===== src/rtl/sequenciador_programa_pkg.sv =====
// Shared constants for the instruction sequencer: opcodes, FSM encoding and
// the watchdog limit.
package sequenciador_programa_pkg;

  localparam logic [2:0] OP_MV  = 3'b000;
  localparam logic [2:0] OP_MVI = 3'b001;
  localparam logic [2:0] OP_ADD = 3'b010;
  localparam logic [2:0] OP_SUB = 3'b011;

  localparam logic [2:0] WATCHDOG_MAX = 3'd7;

  typedef enum logic [2:0] {
    S_IDLE  = 3'd0,
    S_ISSUE = 3'd1,
    S_IMM   = 3'd2,
    S_WAIT  = 3'd3,
    S_HALT  = 3'd4,
    S_ERROR = 3'd5
  } state_t;

  function automatic logic [2:0] opcode_of(input logic [8:0] instr);
    return instr[8:6];
  endfunction

endpackage


===== src/rtl/sequenciador_programa_memoria.sv =====
// Program memory: register array with synchronous write and two asynchronous
// read ports (instruction word and the word after it, for mvi immediates).
module memoria_programa #(
  parameter int ADDR_W = 5,
  parameter int DATA_W = 16
) (
  input  logic              clock,
  input  logic              we,
  input  logic [ADDR_W-1:0] wr_addr,
  input  logic [DATA_W-1:0] wr_data,
  input  logic [ADDR_W-1:0] rd_addr_a,
  input  logic [ADDR_W-1:0] rd_addr_b,
  output logic [DATA_W-1:0] rd_data_a,
  output logic [DATA_W-1:0] rd_data_b
);

  logic [DATA_W-1:0] mem [2**ADDR_W];

  always_ff @(posedge clock) begin
    if (we) mem[wr_addr] <= wr_data;
  end

  assign rd_data_a = mem[rd_addr_a];
  assign rd_data_b = mem[rd_addr_b];

endmodule


===== src/rtl/sequenciador_programa.sv =====
// Instruction issuer for the DIN/Run/Done handshake of the multicycle processor:
// walks the program memory, supplies mvi immediates and guards with a watchdog.
module sequenciador_programa #(
  parameter int ADDR_W = 5,
  parameter int DATA_W = 16
) (
  input  logic              Clock,
  input  logic              Reset,
  input  logic              Start,
  input  logic              Prog_we,
  input  logic [ADDR_W-1:0] Prog_addr,
  input  logic [DATA_W-1:0] Prog_data,
  input  logic [ADDR_W:0]   Prog_len,
  input  logic              Done,
  output logic [DATA_W-1:0] DIN,
  output logic              Run,
  output logic [ADDR_W:0]   PC,
  output logic [7:0]        Instr_count,
  output logic              Busy,
  output logic              Halted,
  output logic              Error
);
  import sequenciador_programa_pkg::*;

  // state   | meaning
  // S_IDLE  | after reset, waiting for Start
  // S_ISSUE | instruction word mem[PC] on DIN, Run high
  // S_IMM   | mvi immediate mem[PC+1] on DIN
  // S_WAIT  | holding last word until Done or watchdog expiry
  // S_HALT  | program finished, waiting for Start
  // S_ERROR | watchdog expiry or truncated immediate

  localparam logic [2:0] WDOG_LAST = WATCHDOG_MAX - 3'd1;

  state_t            state, state_nxt;
  logic [ADDR_W:0]   pc, pc_nxt, len, len_nxt, pc_inc1, pc_step;
  logic [7:0]        count, count_nxt;
  logic [2:0]        wdog, wdog_nxt;
  logic [DATA_W-1:0] din_hold, din_hold_nxt;
  logic [DATA_W-1:0] word_pc, word_imm;
  logic              is_mvi, mem_we, stopped;

  assign stopped = (state == S_IDLE) || (state == S_HALT) || (state == S_ERROR);
  assign mem_we  = Prog_we && stopped;
  assign pc_inc1 = pc + (ADDR_W+1)'(1);
  assign is_mvi  = opcode_of(word_pc[8:0]) == OP_MVI;
  assign pc_step = is_mvi ? pc + (ADDR_W+1)'(2) : pc_inc1;

  memoria_programa #(.ADDR_W(ADDR_W), .DATA_W(DATA_W)) u_mem (
    .clock     (Clock),
    .we        (mem_we),
    .wr_addr   (Prog_addr),
    .wr_data   (Prog_data),
    .rd_addr_a (pc[ADDR_W-1:0]),
    .rd_addr_b (pc_inc1[ADDR_W-1:0]),
    .rd_data_a (word_pc),
    .rd_data_b (word_imm)
  );

  always_ff @(posedge Clock or posedge Reset) begin
    if (Reset) begin
      state    <= S_IDLE;
      pc       <= '0;
      len      <= '0;
      count    <= '0;
      wdog     <= '0;
      din_hold <= '0;
    end else begin
      state    <= state_nxt;
      pc       <= pc_nxt;
      len      <= len_nxt;
      count    <= count_nxt;
      wdog     <= wdog_nxt;
      din_hold <= din_hold_nxt;
    end
  end

  always_comb begin
    state_nxt    = state;
    pc_nxt       = pc;
    len_nxt      = len;
    count_nxt    = count;
    wdog_nxt     = wdog;
    din_hold_nxt = din_hold;
    case (state)
      S_IDLE, S_HALT, S_ERROR: begin
        if (Start) begin
          pc_nxt  = '0;
          len_nxt = Prog_len;
          if (state == S_ERROR) count_nxt = '0;
          state_nxt = (Prog_len == '0) ? S_HALT : S_ISSUE;
        end
      end
      S_ISSUE: begin
        // Done is not looked at here: the processor never completes in T0.
        wdog_nxt     = '0;
        din_hold_nxt = word_pc;
        if (is_mvi && (pc_inc1 >= len)) state_nxt = S_ERROR;
        else if (is_mvi)                state_nxt = S_IMM;
        else                            state_nxt = S_WAIT;
      end
      S_IMM, S_WAIT: begin
        if (state == S_IMM) din_hold_nxt = word_imm;
        if (Done) begin
          count_nxt = count + 8'd1;
          pc_nxt    = pc_step;
          state_nxt = (pc_step >= len) ? S_HALT : S_ISSUE;
        end else if (wdog == WDOG_LAST) begin
          state_nxt = S_ERROR;
        end else begin
          wdog_nxt = wdog + 3'd1;
        end
      end
      default: state_nxt = S_IDLE;
    endcase
  end

  always_comb begin
    case (state)
      S_ISSUE: DIN = word_pc;
      S_IMM:   DIN = word_imm;
      S_WAIT:  DIN = din_hold;
      default: DIN = '0;
    endcase
  end

  assign Busy        = (state == S_ISSUE) || (state == S_IMM) || (state == S_WAIT);
  assign Run         = Busy;
  assign Halted      = state == S_HALT;
  assign Error       = state == S_ERROR;
  assign PC          = pc;
  assign Instr_count = count;

endmodule


===== config.mk =====
export PLATFORM = sky130hd
export DESIGN_NAME = sequenciador_programa
export DESIGN_NICKNAME = d
export VERILOG_FILES = /design/src/rtl/sequenciador_programa_pkg.sv /design/src/rtl/sequenciador_programa_memoria.sv /design/src/rtl/sequenciador_programa.sv
export SDC_FILE = /design/constraint.sdc
export NUM_CORES = 1
export LEC_CHECK = 0
export BUFFER_PORTS_ARGS = -buffer_cell sky130_fd_sc_hd__buf_2
export CAP_MARGIN = 20
export CORE_MARGIN = 3
export CORE_UTILIZATION = 45
export CTS_BUF_LIST = sky130_fd_sc_hd__clkbuf_4 sky130_fd_sc_hd__clkbuf_8
export CTS_CLUSTER_DIAMETER = 80
export CTS_CLUSTER_SIZE = 24
export DETAILED_ROUTE_END_ITERATION = 8
export PLACE_DENSITY = 0.72
export SLEW_MARGIN = 0
export SYNTH_ARGS = -nofsm -noshare
export SYNTH_HDL_FRONTEND = slang
export SYNTH_SLANG_ARGS = --single-unit
export TNS_END_PERCENT = 5

===== constraint.sdc =====
create_clock -name Clock -period 7.65 [get_ports Clock]
set_input_delay 1.53 -clock Clock [delete_from_list [all_inputs] [get_ports Clock]]
set_output_delay 1.53 -clock Clock [all_outputs]
set_load 0.01 [all_outputs]

[Yosys cells after proc, flatten, opt, wreduce, memory -nomap -nowiden]
Memories as Yosys holds them, arrays and structs flattened.
Index checks and enable logic that the tools add are counted.
Widths: inputs -> output; s select.
Word-level totals
  output and inout port bits: 34
  memories: 1
  register bits after elaboration: 42
  bits in writable memories: 512
  logic and storage cells: 69
  input port bits: 32
Operators by class
  equal/unequal tests: 14
  add/subtract/negate cells: 4
  $lt $le $gt $ge: 2
  multiplexer cells: 24
  reduce and logical (&&, ||, !) cells: 18
Memories
  u_mem.mem: depth 32, width 16, rd ports 2, clocked after Yosys merged registers in 0, write ports 1, line sequenciador_programa_memoria.sv:17  | logic [DATA_W-1:0] mem [2**ADDR_W];
Operators by type and width (count)
  $pmux 16 s3: 1
  $pmux 16 s2: 1
  $mux 3: 8
  $mux 8: 3
  $mux 6: 3
  $mux 16: 1
  $pmux 8 s2: 1
  $ge 6x6->1: 2
  $ne 2x2->1 const B: 6
  $pmux 6 s2: 1
  $eq 3x3->1 const B: 3
  $pmux 3 s3: 1
  $add 8x1->8 const B: 1
  $add 6x1->6 const B: 1
  $add 6x2->6 const B: 1
  $eq 3x1->1 const B: 2
  $eq 3x2->1 const B: 2
  $logic_not 6->1: 1
  $pmux 3 s2: 1
  $reduce_and 2->1: 3
  $reduce_and 3->1: 2
  $logic_or 1x1->1: 4
  $reduce_and 4->1: 1
  $reduce_bool 2->1: 2
  other kinds (7): 10

[Logic depth before layout (Yosys ltp)]
An unclocked memory read counts as a cell.
  depth in word-level cells: 7
  depth in mapped cells: 18
  depth with buffers taken out: 14

[Modules after synthesis]
Synthesis repeated with hierarchy kept, for this count alone.
Unflattened totals
  cell total of the unflattened synthesis: 2138
  area total of the unflattened synthesis: 28013.1 um^2
By module, submodules not included
  memoria_programa: cells each 1696, instances 1, seq. area each 15374.7 um^2, area an instance 24791.3 um^2
  sequenciador_programa: cells each 442, instances 1, seq. area each 1051.0 um^2, area an instance 3221.8 um^2

[Worst setup path after synthesis]
No wires, ideal clock.
  path type: flip-flop to output port
  start point: register pc[1], in the netlist PC[1]
  end point: output DIN[12]
  buffers on the path: 1
  stages on the path, launching flop included: 8
  data required time: 6.120 ns
  arrival: 2.815 ns
  slack: 3.305 ns
  cell sequence: dfrtp_1 > ha_1 > buf_1 > mux4_2 > mux4_2 > mux2_2 > nor2_1 > o22ai_1
Between the ends
  cells in the longest elaborated chain, start to end: 3
Ends and longest elaborated chain
  start: declaration: line sequenciador_programa.sv:36  | logic [ADDR_W:0] pc, pc_nxt, len, len_nxt, pc_inc1, pc_step;
  start signal: assignment: line sequenciador_programa.sv:70  | pc <= pc_nxt;
  $add 6x1->6: line sequenciador_programa.sv:45  | assign pc_inc1 = pc + (ADDR_W+1)'(1);
  $mem_v2 32x16 *
  $pmux 16 s3 *: line sequenciador_programa.sv:119  | case (state)
  end: declaration: line sequenciador_programa.sv:15  | output logic [DATA_W-1:0] DIN,
Every way passes the cells marked *; elsewhere a longest branch is shown, timed or not.

[Worst setup path after layout]
  start point: register pc[0], in the netlist PC[0]
  end point: output DIN[5]
Same word-level chain as after synthesis.

==> metrics.yaml <==
outcome: "finished clean"
ys_seq_area_share_pct: 61.9
grt_pass1_vias: 15400
firstDrtPassIters: 5
cts_buffers: 29
met3_wirelength_microns: 7850
crit_arrival_ns: 4.76
tritoncts: "yes"
p_per_area_mw_per_mm2: 331
netlist_top_cells_area: "edfxtp_1 (58%), mux4_2 (22%), dfrtp_1 (4.0%)"
path_class: "reg -> out"
avgSynthCellArea_sq_um: 17.8
syn_area_sq_mm: 0.0265
grt.total_usage_pct: 22.1
place_congestion: 0.820
drc_errors: 0
p_int_w: 0.00604
postCtsSetupBuffers: 0
diodes: 0
critical-path-slowest-cell: "dfrtp_4"
synth_top_area_share_pct: 58.0
power.clock.fraction_pct: 15.0
p_leak_nw: 9.08
wl_microns: 69500
wl_met1_microns: 27200
ant_nets: 0
synthArstFlopShare_pct: 7.58
io_buffers: 65
rsz0062_at_grt: "no"
cpPeakStageDelay_ns: 1.04
endpoint_kind: "primary output"
dp_cells: 2251
setup_viol_count_final: 0
slew_headroom_pct: 29.1
finalMaxSlewViolations: 0
clkTransAtPathRegs_ns: 0.13
initial_utilization_pct: 45.7
crit_path_start_kind: "flop"
fin_ws_ns: 1.36
layout-drive-gt1-share_pct: 30.5
critPathMaxFanout: 58
p_comb_share_pct: 46.5
tightest_slew_ns: 1.06
clock_sinks: 554
netlist_instances: 1493
final.min_clock_period_ns: 6.29
worstReg2RegStart: "PC[0]$_DFFE_PP0P_"
post-route-period-util_pct: 82.2
num_io_pins: 66
vias: 15400
peakVddDrop_uv: 321
maxUsedRoutingLayer: "met4"
final_core_utilization_pct: 48.9
place_area_sq_mm: 0.0278
grt_max_degree: 126
core_area_sq_mm: 0.0580
cts_hold_buf: 0
switching_share_pct: 35.7
final_area_sq_mm: 0.0284
clock_latency_ns: 0.68
final_nets: 1566
p_seq_share_pct: 38.5
place_ws_ns: 2.03
cts_resized: 0
fin_cells: 2304
tns_ns: 0
cap_violations: 0
routed-wl-met2_microns: 32300
yosys_warnings: 0
cp_top_family: "flip-flops"
wl_per_cell_microns: 30.2
switching_power_w: 0.00336
syn2layout_area_growth_pct: 6.96
antenna_found_initial: 1
die_w_microns: 249
finalHoldViolations: 0
cts_buffer_depth: 3
cts-root-buf: "clkbuf_8"
netlist-cell-type-count: 58
synthFlopType: "edfxtp_1"
grt-ovfl-total: 0
cp-startpoint: "PC[0]$_DFFE_PP0P_"
timing.fmax_ghz: 0.159
die_area_sq_mm: 0.0619
yosys_register_bits: 554
cp.required_ns: 6.12
clock_skew_ns: 0.0253
synth-edff-count: 512
rows: 88
vias_per_cell: 6.68
grt_pass1_wl_microns: 102000
syn_nets: 1542
yosysTopAreaCell: "edfxtp_1"
worstPathCellList: "ha_4, buf_4, mux4_2, mux4_2, nand2_1, nand2_1, nor2_1, o22ai_1, buf_2"
die_y_microns: 249
hp-class: "reg -> reg"
first_iter_violations: 2105
htree_levels: 1
worst-path-buf-inv: 2
dpl.hpwl_microns: 41600
hp-start: "din_hold[6]$_DFFE_PP0P_"
==> worst reg2reg max path, stage by stage, from the launching register on <==
cell,delay (ns)
dfrtp_4,1.04
buf_12,0.73
buf_4,0.65
mux2i_1,0.15
o221ai_1,0.27
a21oi_1,0.07
a22o_1,0.31
nand3b_4,0.33
xnor2_1,0.21
ha_1,0.30
nand2b_1,0.14
a21o_1,0.18
a21o_1,0.17
a211o_1,0.29
a31oi_1,0.26
a31oi_1,0.12
a31o_2,0.23
==> area by class of cell <==
class | count | area (sq um)
Clock inverter | 9 | 110
Fill cell | 4702 | 29600
Tap cell | 765 | 957
Multi-Input combinational cell | 812 | 9650
Inverter | 19 | 71.3
Sequential cell | 554 | 16400
Clock buffer | 44 | 512
Timing Repair Buffer | 101 | 633
==> cell families (layout without fill, tap and decap cells) <==
family / count (synthesis) / in the layout / synth area share (%)
buffers and inverters: 127 / 173 / 2.58
XOR/XNOR: 14 / 14 / 0.462
AND/OR/NAND/NOR: 229 / 229 / 3.75
adder cells (fa/ha/maj): 17 / 17 / 0.802
flip-flops: 554 / 554 / 61.9
AO/OA/AOI/OAI: 196 / 196 / 4.87
multiplexers: 356 / 356 / 25.6
==> state kept, by name, indices dropped and copies added, names as in the netlist <==
| register | cells |
|---|---|
| state | 3 |
| len | 6 |
| Instr_count | 8 |
| din_hold | 16 |
| PC | 6 |
| u_mem.mem | 512 |
| wdog | 3 |
==> worst paths after layout <==
check / slack [ns] / depth (start not counted) / end
worst min-delay path: 0.52 / 2 / din_hold[6]$_DFFE_PP0P_
worst min register to register: 0.52 / 2 / din_hold[6]$_DFFE_PP0P_
worst max-delay path: 1.36 / 9 / DIN[5]
max in group asynchronous: 5.84 / 2 / PC[0]$_DFFE_PP0P_
worst max register to register: 2.11 / 16 / state[2]$_DFFE_PP0P_
min in group asynchronous: 1.08 / 2 / din_hold[2]$_DFFE_PP0P_
==> through the flow <==
stage / total power (W) / hold WS (ns)
detailed placement: 0.00806 / 0.497
CTS: 0.00943 / 0.525
global placement: 0.00798 / 0.484
finish: 0.00940 / 0.523
global route: 0.00986 / 0.554
floorplan: 0.00699 / 0.475
==> per-layer routing <==
| layer | up-vias | global-route usage (%) |
|---|---|---|
| li1 | 6207 | - |
| met1 | 8113 | 32.0 |
| met2 | 940 | 34.6 |
| met3 | 140 | 4.73 |
| met4 | 0 | 5.60 |
| met5 | - | 0 |
==> cell usage in the layout, fill, tap and decap left out, types with 5 or more instances in the layout <==
master    Yosys  layout
nand2_1      73      73
edfxtp_1    512     512
a21oi_1      30      30
nand3_1      15      15
nand2b_1      6       6
clkbuf_4      0      15
nor2_2        1      13
buf_4        17      33
dfrtp_1      42      38
buf_2        37      65
mux2_2        5       5
a211o_1       8       8
a21o_1        6       6
o221ai_1     21      21
xor2_1        8       7
mux4_2      258     258
o22ai_1      31      31
o21ai_0      60      60
nor2_1      103      70
clkbuf_8      0      29
mux2i_1      93      93
ha_1         17      16
inv_1        16      15
xnor2_1       6       6
nor2_4        0      21
nor2b_1       9       7
o211ai_1      6       6
==> synthesized netlist by cell type (10+ instances only) <==
master,instances
ha_1,17
buf_6,13
o21ai_0,60
dfrtp_1,42
clkbuf_1,31
buf_2,37
buf_4,17
nand2_1,73
edfxtp_1,512
mux4_2,258
a21oi_1,30
mux2i_1,93
buf_1,10
inv_1,16
o221ai_1,21
nand3_1,15
nor2_1,103
o22ai_1,31
==> power groups by stage <==
stage	sequential (W)	clock, W	combinational (W)
2_1_floorplan	0.00355	0	0.00345
3_3_place_gp	0.00367	0	0.00430
3_5_place_dp	0.00368	0	0.00437
4_1_cts	0.00362	0.00143	0.00438
5_1_grt	0.00364	0.00154	0.00468
6_report	0.00362	0.00141	0.00437
No activity file was read; power rests on OpenSTA's default activity.
